### src/rtl/logic_unit_arbiter_pkg.sv
// logic_unit_arbiter_pkg: opcodes and sequencer states shared by the arbiter and its logic unit
package logic_unit_arbiter_pkg;
    localparam logic [1:0] OP_AND = 2'b00;
    localparam logic [1:0] OP_OR  = 2'b01;
    localparam logic [1:0] OP_XOR = 2'b10;
    localparam logic [1:0] OP_NOR = 2'b11;
    typedef enum logic [1:0] {S_IDLE, S_EXEC, S_RESP} state_t;
endpackage

### src/rtl/logic_unit_arbiter_op.sv
// logic_op_32b: combinational bitwise unit; a, b, op in -> z out (AND/OR/XOR/NOR)
module logic_op_32b
    import logic_unit_arbiter_pkg::*;
#(
    parameter int WIDTH = 32
) (
    input  logic [WIDTH-1:0] a,
    input  logic [WIDTH-1:0] b,
    input  logic [1:0]       op,
    output logic [WIDTH-1:0] z
);
    logic [WIDTH-1:0] w_and, w_or, w_xor;
    assign w_and = a & b;
    assign w_or  = a | b;
    assign w_xor = a ^ b;
    assign z = op == OP_AND ? w_and :
               op == OP_OR  ? w_or  :
               op == OP_XOR ? w_xor : ~w_or;
endmodule

### src/rtl/logic_unit_arbiter.sv
// logic_unit_arbiter: round-robin sharing of one bitwise logic unit between two requesters
// ports: clk/rst (async active-high); req0_*/req1_* valid/ready request channels with op, a, b;
//        rsp_valid/rsp_ready response channel carrying rsp_id and rsp_z
module logic_unit_arbiter
    import logic_unit_arbiter_pkg::*;
#(
    parameter int WIDTH = 32
) (
    input  logic             clk,
    input  logic             rst,
    input  logic             req0_valid,
    output logic             req0_ready,
    input  logic [1:0]       req0_op,
    input  logic [WIDTH-1:0] req0_a,
    input  logic [WIDTH-1:0] req0_b,
    input  logic             req1_valid,
    output logic             req1_ready,
    input  logic [1:0]       req1_op,
    input  logic [WIDTH-1:0] req1_a,
    input  logic [WIDTH-1:0] req1_b,
    output logic             rsp_valid,
    output logic             rsp_id,
    output logic [WIDTH-1:0] rsp_z,
    input  logic             rsp_ready
);
    state_t           r_state, w_next;
    logic             r_prio, r_id, w_win, w_hs;
    logic [1:0]       r_op;
    logic [WIDTH-1:0] r_a, r_b, w_z;
    // a lone valid requester wins outright; prio only breaks ties
    assign w_win = (req0_valid && req1_valid) ? r_prio : req1_valid;
    // ready is masked during reset because the async reset forces IDLE immediately
    assign req0_ready = !rst && r_state == S_IDLE && req0_valid && !w_win;
    assign req1_ready = !rst && r_state == S_IDLE && req1_valid && w_win;
    assign w_hs = req0_ready || req1_ready;
    always_ff @(posedge clk or posedge rst) begin
        if (rst) r_state <= S_IDLE;
        else     r_state <= w_next;
    end
    always_comb begin
        w_next = r_state;
        w_next = r_state == S_IDLE ? (w_hs ? S_EXEC : S_IDLE) :
                 r_state == S_EXEC ? S_RESP :
                 (rsp_ready ? S_IDLE : S_RESP);
    end
    always_ff @(posedge clk or posedge rst) begin
        if (rst) begin
            r_prio    <= 1'b0;
            r_id      <= 1'b0;
            r_op      <= '0;
            r_a       <= '0;
            r_b       <= '0;
            rsp_valid <= 1'b0;
            rsp_id    <= 1'b0;
            rsp_z     <= '0;
        end else begin
            if (w_hs) begin
                r_op   <= w_win ? req1_op : req0_op;
                r_a    <= w_win ? req1_a : req0_a;
                r_b    <= w_win ? req1_b : req0_b;
                r_id   <= w_win;
                r_prio <= ~w_win;
            end
            if (r_state == S_EXEC) begin
                rsp_z     <= w_z;
                rsp_id    <= r_id;
                rsp_valid <= 1'b1;
            end
            if (r_state == S_RESP && rsp_ready) rsp_valid <= 1'b0;
        end
    end
    logic_op_32b #(.WIDTH(WIDTH)) u_op (
        .a (r_a),
        .b (r_b),
        .op(r_op),
        .z (w_z)
    );
endmodule
### config.mk
export PLATFORM = sky130hd
export DESIGN_NAME = logic_unit_arbiter
export DESIGN_NICKNAME = d
export VERILOG_FILES = /design/src/rtl/logic_unit_arbiter_pkg.sv /design/src/rtl/logic_unit_arbiter_op.sv /design/src/rtl/logic_unit_arbiter.sv
export SDC_FILE = /design/constraint.sdc
export NUM_CORES = 1
export LEC_CHECK = 0
export CAP_MARGIN = 5
export CORE_ASPECT_RATIO = 1.25
export CORE_MARGIN = 8
export CORE_UTILIZATION = 45
export DETAILED_ROUTE_END_ITERATION = 6
export HOLD_SLACK_MARGIN = 0.02
export PLACE_DENSITY = 0.78
export SYNTH_ARGS = -nofsm -noshare
export SYNTH_HDL_FRONTEND = slang
export SYNTH_HIERARCHICAL = 1
export SYNTH_SLANG_ARGS = --single-unit
### constraint.sdc
create_clock -name clk -period 3.3 [get_ports clk]
set_input_delay 0.495 -clock clk [delete_from_list [all_inputs] [get_ports clk]]
set_output_delay 0.495 -clock clk [all_outputs]
set_load 0.01 [all_outputs]
Word level (Yosys, flattened, before mapping)
Cells that the tools add are included.
{"block": "classes", "n_bitwise": 5, "eq_ne": 4, "reduce_logical": 13, "n_mux": 13}
{"operator": "$mux W32", "n": 5}
{"operator": "$and A32 B32 Y32", "n": 1}
{"operator": "$not A32 Y32", "n": 1}
{"operator": "$or A32 B32 Y32", "n": 1}
{"operator": "$xor A32 B32 Y32", "n": 1}
{"operator": "$mux W2", "n": 4}
{"operator": "$logic_and A1 B1 Y1", "n": 7}
{"operator": "$eq A2 B1 Y1 const B", "n": 2}
{"operator": "$eq A2 B2 Y1 const B", "n": 2}
{"operator": "$logic_not A2 Y1", "n": 2}
{"operator": "$mux W1", "n": 4}
{"operator": "$logic_not A1 Y1", "n": 2}
{"operator": "$reduce_bool A2 Y1", "n": 1}
{"operator": "$logic_or A1 B1 Y1", "n": 1}
{"operator": "$not A1 Y1", "n": 1}
{"block": "word_totals", "output_inout_bits": 36, "word_cells": 44, "register_bits": 104, "inputBits": 137}

Depth between registers and ports, before layout
Gate-level depths: netlist (run 1).
{"block": "logic_depth", "ltp_word": 7, "mapped_depth": 5}

By module
The synthesis (run 1) kept the hierarchy.
{"module": "logic_unit_arbiter", "cells_each": 321, "instances": 1, "area_each_um2": 4374.2}
{"module": "logic_op_32b", "cells_each": 232, "instances": 1, "area_each_um2": 2386.0}

Worst setup path after synthesis (run 1)
OpenSTA, ideal clock, no wires.
{"block": "synth_timing", "path_type": "input-to-output", "startpoint": "input rst", "endpoint": "output req0_ready", "t_arrival_ns": 1.427, "setup_slack_ns": 1.378, "path_buffers": 2, "path_stages": 5, "required_time_ns": 2.805, "path_cell_list": "nor3_1 -> nand3_1 -> clkbuf_1 -> clkbuf_1 -> inv_1"}
{"block": "synth_between", "elab_chain_len": 4}
{"element": "start: declaration", "line": "logic_unit_arbiter.sv:10", "source": "input logic rst,"}
{"element": "$logic_not A1 Y1 (no line)"}
{"element": "$logic_and A1 B1 Y1 (3 in a row)", "line": "logic_unit_arbiter.sv:33", "source": "assign req0_ready = !rst && r_state == S_IDLE && req0_valid && !w_win;"}
{"element": "end: declaration", "line": "logic_unit_arbiter.sv:12", "source": "output logic req0_ready,"}
No other way between the ends.

Final worst setup path (run 1)
{"block": "layout_timing", "startpoint": "input rst", "endpoint": "output req1_ready"}
{"block": "layout_between", "elab_chain_len": 4}
{"element": "$logic_not A1 Y1 (no line)"}
{"element": "$logic_and A1 B1 Y1 (3 in a row)", "line": "logic_unit_arbiter.sv:34", "source": "assign req1_ready = !rst && r_state == S_IDLE && req1_valid && w_win;"}
{"element": "end: declaration", "line": "logic_unit_arbiter.sv:17", "source": "output logic req1_ready,"}
No other way between the ends.

==> flow_summary.yaml, run 1 <==
global_route:
  grt_max_degree: 70
  grt_util_all_layers_pct: 18.5
  antenna_found_initial: 3
  grt_first_pass_wirelength_mm: 28.0
  grt_overflow: 0
  grt_pass1_vias: 5562
synthesis:
  ys_types: 26
  synth_area_per_cell_um2: 12.2
  yosys_warnings: 6
  syn_inst: 553
  ys_seq_elements: 104
  synth.cell_area_um2: 6760
  syn_nets: 786
  yosysSeqAreaShare_pct: 38.5
route:
  wl_mm: 17.3
  firstDrtPassIters: 5
  antenna_left: 0
  drcViolationCount: 0
  vias_per_cell: 5.54
  vias: 4944
  wl_per_cell_um: 19.4
  drt_iter0_markers: 195
power_and_ir_drop:
  swShare_pct: 34.2
  p_sw_uw: 2480
  irDropWorstVdd_mv: 0.314
  powerDensity_nw_per_um2: 812
  total_leakage_power_uw: 0.00402
  seqPwrFrac_pct: 34.6
  clockPowerShare_pct: 16.2
  p_int_uw: 4760
  power_frac_comb_pct: 49.2
clocking:
  htree_levels: 3
  root_buffer: "clkbuf_16"
  clock_latency_ns: 0.35
  post_cts_buffers: 0
  cts_resized: 0
  cts_buffer_depth: 2
  postCtsHoldBufs: 0
  cts-buffers-inserted: 9
  clkSlewWorstSetupHoldPaths_ns: 0.07
  cts_tree: "done"
  cts_sinks: 104
worst_setup_path:
  cp_common_cell: "clkdlybuf4s50_1"
  worstSetupStartpointType: "input port"
  worstSetupStartpoint: "rst"
  worstPathMaxFanout: 3
  arrival_ns: 2.15
  crit_family: "buffers and inverters"
  timing.rr.start: "r_state[1]"
  critPathKind: "in -> out"
  critPathRequiredTime_ns: 2.80
  crit_path_top_delay_cell: "clkdlybuf4s50_1"
  max_stage_delay_ns: 0.55
  path_buf_inv: 2
  cp-end-kind: "output pin"
  crit_chain: "clkdlybuf4s50_1 > or4b_4 > nor2_1 > clkdlybuf4s50_1"
cells_and_area:
  area_growth_pct: 31.7
  layout_common_cells: "clkdlybuf4s50_1, dfrtp_1, inv_1"
  layout.nets: 936
  final_layout_size_suffix_gt1_share_pct: 22.6
  final_common_cell: "clkdlybuf4s50_1"
placement:
  hpwl_mm: 12.5
  io_buffers: 172
  gp_congestion: 0.795
floorplanning:
  initial_core_util_pct: 45.6
  die_h_um: 153
  rows: 50
  die_w_um: 126
  io_pins: 173
  dieArea_um2: 19200
  coreArea_um2: 14800
sta:
  slew_viol_final: 0
  fin_hold_ws_ns: 0.484
  fin_skew_ns: 0.00904
  finalHoldViolCount: 0
  rsz0062_at_grt: "false"
  worst_pin_slew_ns: 0.939
  fin_crit_sh_pct: 80.3
  fmax_ghz: 0.378
  max_slew_margin_pct: 37.4
  fin_setup_tns_ns: 0
  finalCriticalPeriod_ns: 2.65
  finalSetupViolCount: 0
run_status:
  status: "completed"
hold_path:
  worstHoldPathType: "reg -> reg"
  hp-start: "rsp_id"
job:
  cap_violations: 0
[path summary, 6_finish.rpt]
kind                              end  slack [ns]  cells past startpoint
max                        req1_ready        0.65                      4
max reg2reg                   r_a[17]        1.25                      4
min reg2reg                    rsp_id        0.48                      2
max in group asynchronous     r_b[24]        1.95                      3
min in group asynchronous    rsp_z[6]        0.57                      2
min                            rsp_id        0.48                      2
[worst reg2reg max path, delay by kind of cell, from the launching register on]
| family | cells | cell delay [ns] |
|---|---|---|
| buf+inv | 1 | 0.33 |
| flops | 1 | 0.45 |
| simple gates | 2 | 1.03 |
| compound gates | 1 | 0.14 |
[cells by family after synthesis]
| kind of cell | count (synthesis) | share of synthesized area, % |
|---|---|---|
| adder cells (fa/ha/maj) | 96 | 17.8 |
| AO/OA/AOI/OAI | 73 | 11.6 |
| multiplexers | 64 | 16.0 |
| buffers and inverters | 140 | 9.12 |
| flip-flops | 104 | 38.5 |
| AND/OR/NAND/NOR | 76 | 6.92 |
[per-stage QoR]
step                total power [uW]  worst slack [ns]  util, %  area, um^2  cells
finish                          7230             0.651     60.1        8910    892
CTS                             7330             0.645     60.0        8900    890
floorplan                       4890            0.0728        -        6760    553
global placement                5840             0.660     57.9        8580    874
global route                    7770             0.610     60.1        8910    892
detailed placement              6120             0.659     57.9        8580    874
[cells in the mapped netlist]
| cell | count | share of area (%) |
|---|---|---|
| dfrtp_1 | 104 | 38 |
| inv_1 | 100 | 5.6 |
| ha_1 | 96 | 18 |
| o221a_2 | 66 | 11 |
| or3_1 | 66 | 6.1 |
| mux2_2 | 32 | 5.3 |
| mux4_2 | 31 | 10 |
| clkbuf_1 | 24 | 1.3 |
| buf_6 | 6 | 1.0 |
| buf_2 | 5 | 0.37 |
| nor2_1 | 3 | 0.17 |
| a21oi_1 | 2 | 0.15 |
| buf_12 | 2 | 0.59 |
| buf_4 | 2 | 0.22 |
| nand2_1 | 2 | 0.11 |
| o21ai_0 | 2 | 0.15 |
| a21boi_0 | 1 | 0.11 |
| a22o_1 | 1 | 0.13 |
| buf_1 | 1 | 0.055 |
| mux4_1 | 1 | 0.39 |
| nand2b_1 | 1 | 0.093 |
| nand3_1 | 1 | 0.074 |
| nor2b_1 | 1 | 0.093 |
| nor3_1 | 1 | 0.074 |
| o21a_1 | 1 | 0.11 |
| or4b_4 | 1 | 0.20 |
[final cells by class]
type                    instances  area [um^2]
fillers                      1224         5920
multi-input cells             309         3560
flip-flops and latches        104         2610
repair buffers                179         1810
inverters                     100          378
clock buffers                  10          239
well taps                     182          228
clock inverters                 6         82.6
diodes                          2         5.00
[metal layers]
metal  up-vias  part of all wire [%]  track usage, %
li1       2284                     -               -
met1      2482                    37            18.6
met2       133                    54            34.0
met3        43                   4.7            4.07
met4         2                   3.8            11.0
met5         -                 0.075               0
[power groups by stage]
stage | Clock (uW) | Sequential, uW | Combinational (uW)
finish | 1170 | 2500 | 3560
global route | 1250 | 2620 | 3910
CTS | 1200 | 2520 | 3610
detailed placement | 0 | 2540 | 3580
global placement | 0 | 2500 | 3340
floorplan | 0 | 2350 | 2540
[state kept, by name (all words and copies together) (netlist names)]
register and count:
r_a 32, rsp_z 32, r_op 2, r_id 1
rsp_id 1, rsp_valid 1, r_prio 1, r_state 2
r_b 32
Power figures use the tool's default switching activity.
==> run 2: changes to the inputs <==
==> constraint.sdc (replaced) <==
create_clock -name clk -period 2.1 [get_ports clk]
set_input_delay 0.315 -clock clk [delete_from_list [all_inputs] [get_ports clk]]
set_output_delay 0.315 -clock clk [all_outputs]
set_load 0.01 [all_outputs]
==> run 2 against run 1 <==
Worst hold slack lost 0.019 ns. Register-to-register slack lost 1.1 ns. Die area is the same. Largest power group unchanged. Non-clock buffer count grew 9. Sequential power grew 55%. Critical path depth shrank 1. Combinational power grew 61%. Worst setup slack lost 0.57 ns. Count of clock-buffer cells in the layout grew 1. Cell count grew 0.90%. Flip-flop and latch count is the same.
==> flow_summary.yaml, run 2 (synthesis results as in run 1) <==
run_status:
  status: "completed"
sta:
  finalSetupViolCount: 0
  fmax_ghz: 0.495
  fin_skew_ns: 0.00884
  finalCriticalPeriod_ns: 2.02
  rsz0062_at_grt: "false"
  finalHoldViolCount: 0
  max_slew_margin_pct: 52.2
  setup_ws_ns: 0.0788
  fin_crit_sh_pct: 96.2
  worst_pin_slew_ns: 0.717
  fin_hold_ws_ns: 0.465
  slew_viol_final: 0
clocking:
  cts-buffers-inserted: 9
  post_cts_buffers: 0
  root_buffer: "clkbuf_16"
  clock_latency_ns: 0.35
  htree_levels: 3
  clkSlewWorstSetupHoldPaths_ns: 0.07
  cts_sinks: 104
  cts_tree: "done"
  cts_buffer_depth: 2
worst_setup_path:
  critPathRequiredTime_ns: 1.78
  worstPathMaxFanout: 6
  worstSetupStartpointType: "register"
  critPathKind: "reg -> out"
  cp-end-kind: "output pin"
  max_stage_delay_ns: 0.56
  crit_chain: "or4b_4 > nor2_1 > clkdlybuf4s15_1"
  arrival_ns: 1.71
  crit_path_top_delay_cell: "or4b_4"
global_route:
  grt_pass1_vias: 5634
  grt_first_pass_wirelength_mm: 28.2
  grt_util_all_layers_pct: 18.3
  antenna_found_initial: 3
  grt_max_degree: 68
  grt_overflow: 0
power_and_ir_drop:
  total_leakage_power_uw: 0.00408
  total_power_uw: 11400
  powerDensity_nw_per_um2: 1270
  irDropWorstVdd_mv: 0.491
cells_and_area:
  final_util_pct: 60.8
  final_layout_size_suffix_gt1_share_pct: 23.7
  fill_cells: 1187
  final_common_cell: "clkdlybuf4s50_1"
  layout.nets: 945
  layout_common_cells: "clkdlybuf4s50_1, dfrtp_1, inv_1"
  reg_top3: "r_a x32, r_b x32, rsp_z x32"
  area_growth_pct: 33.3
floorplanning:
  rows: 50
  io_pins: 173
  die_w_um: 126
  dieArea_um2: 19200
  initial_core_util_pct: 45.6
  die_h_um: 153
  coreArea_um2: 14800
placement:
  io_buffers: 172
  hpwl_mm: 12.9
  gp_congestion: 0.820
  preCtsSetupSlack_ns: -0.143
route:
  vias_per_cell: 5.54
  wl_per_cell_um: 19.1
  drt_iter0_markers: 224
  firstDrtPassIters: 4
  vias: 4982
  antenna_left: 0
  drcViolationCount: 0
  wl_mm: 17.2
hold_path:
  worstHoldPathType: "in -> async"
job:
  cap_violations: 0
[run 2: changes by cell type in the layout (fill, tap and decap cells not counted), sizes merged]
| cell | delta |
|---|---|
| clkdlybuf4s15 | +1 |
| clkdlybuf4s50 | -2 |
| clkinv | -3 |
| clkinvlp | +3 |
| dlymetal6s2s | +1 |
| buf | +9 |
| inv | -1 |
| clkbuf | +1 |
| diode | -1 |
[run 2: worst paths after layout]
check / from / endpoint / slack, ns / cells past startpoint
max in group asynchronous: rst / r_state[1] / 1.01 / 4
setup / recovery: r_state[1] / req1_ready / 0.08 / 3
hold / removal: rst / r_a[4] / 0.46 / 3
hold reg to reg: rsp_id / rsp_id / 0.50 / 2
min in group clk: rsp_id / rsp_id / 0.50 / 2
setup reg to reg: r_state[1] / r_a[16] / 0.14 / 4
[run 2: final cells by class]
type | instances | area, um^2 | share of cell area, %
antenna | 1 | 2.50 | 0.0278
clock buffer | 11 | 233 | 2.58
clock inverter | 5 | 82.6 | 0.916
inverter | 100 | 379 | 4.21
multi-input combinational | 309 | 3560 | 39.5
sequential | 104 | 2610 | 28.9
tap | 182 | 228 | 2.53
timing repair buffer | 188 | 1920 | 21.3
[run 2: per-stage QoR]
stage | cell area, um^2 | TNS [ns] | instances
2_1_floorplan | 6760 | 0 | 553
4_1_cts | 9000 | 0 | 899
3_3_place_gp | 8690 | -2.66 | 883
3_5_place_dp | 8690 | -4.67 | 883
5_1_grt | 9010 | 0 | 900
6_report | 9010 | 0 | 900
[run 2: worst max-delay path, delay by kind of cell, from the launching register on]
family                 cells  cell delay (ns)
and+or+nand+nor            2             0.67
DFF                        1             0.45
buffers and inverters      1             0.25
[run 2: timing repair]
action / CTS / global route
hold buffers: 0 / 0
gates resized for setup: 2 / 4
pin swaps: 0 / 1
setup endpoints to repair: 2 / 2
gates cloned: 0 / 0
[run 2: metal layers]
metal / share of wire [%] / GRT usage [%]
met5: 0.10 / 0
met4: 3.1 / 8.66
met3: 4.7 / 3.55
met2: 55 / 34.2
met1: 37 / 19.2
[run 2: report_power, final]
group          total, uW  internal (uW)  switching [uW]
clock               1790           1050             746
sequential          3880           2980             898
combinational       5740           3500            2240
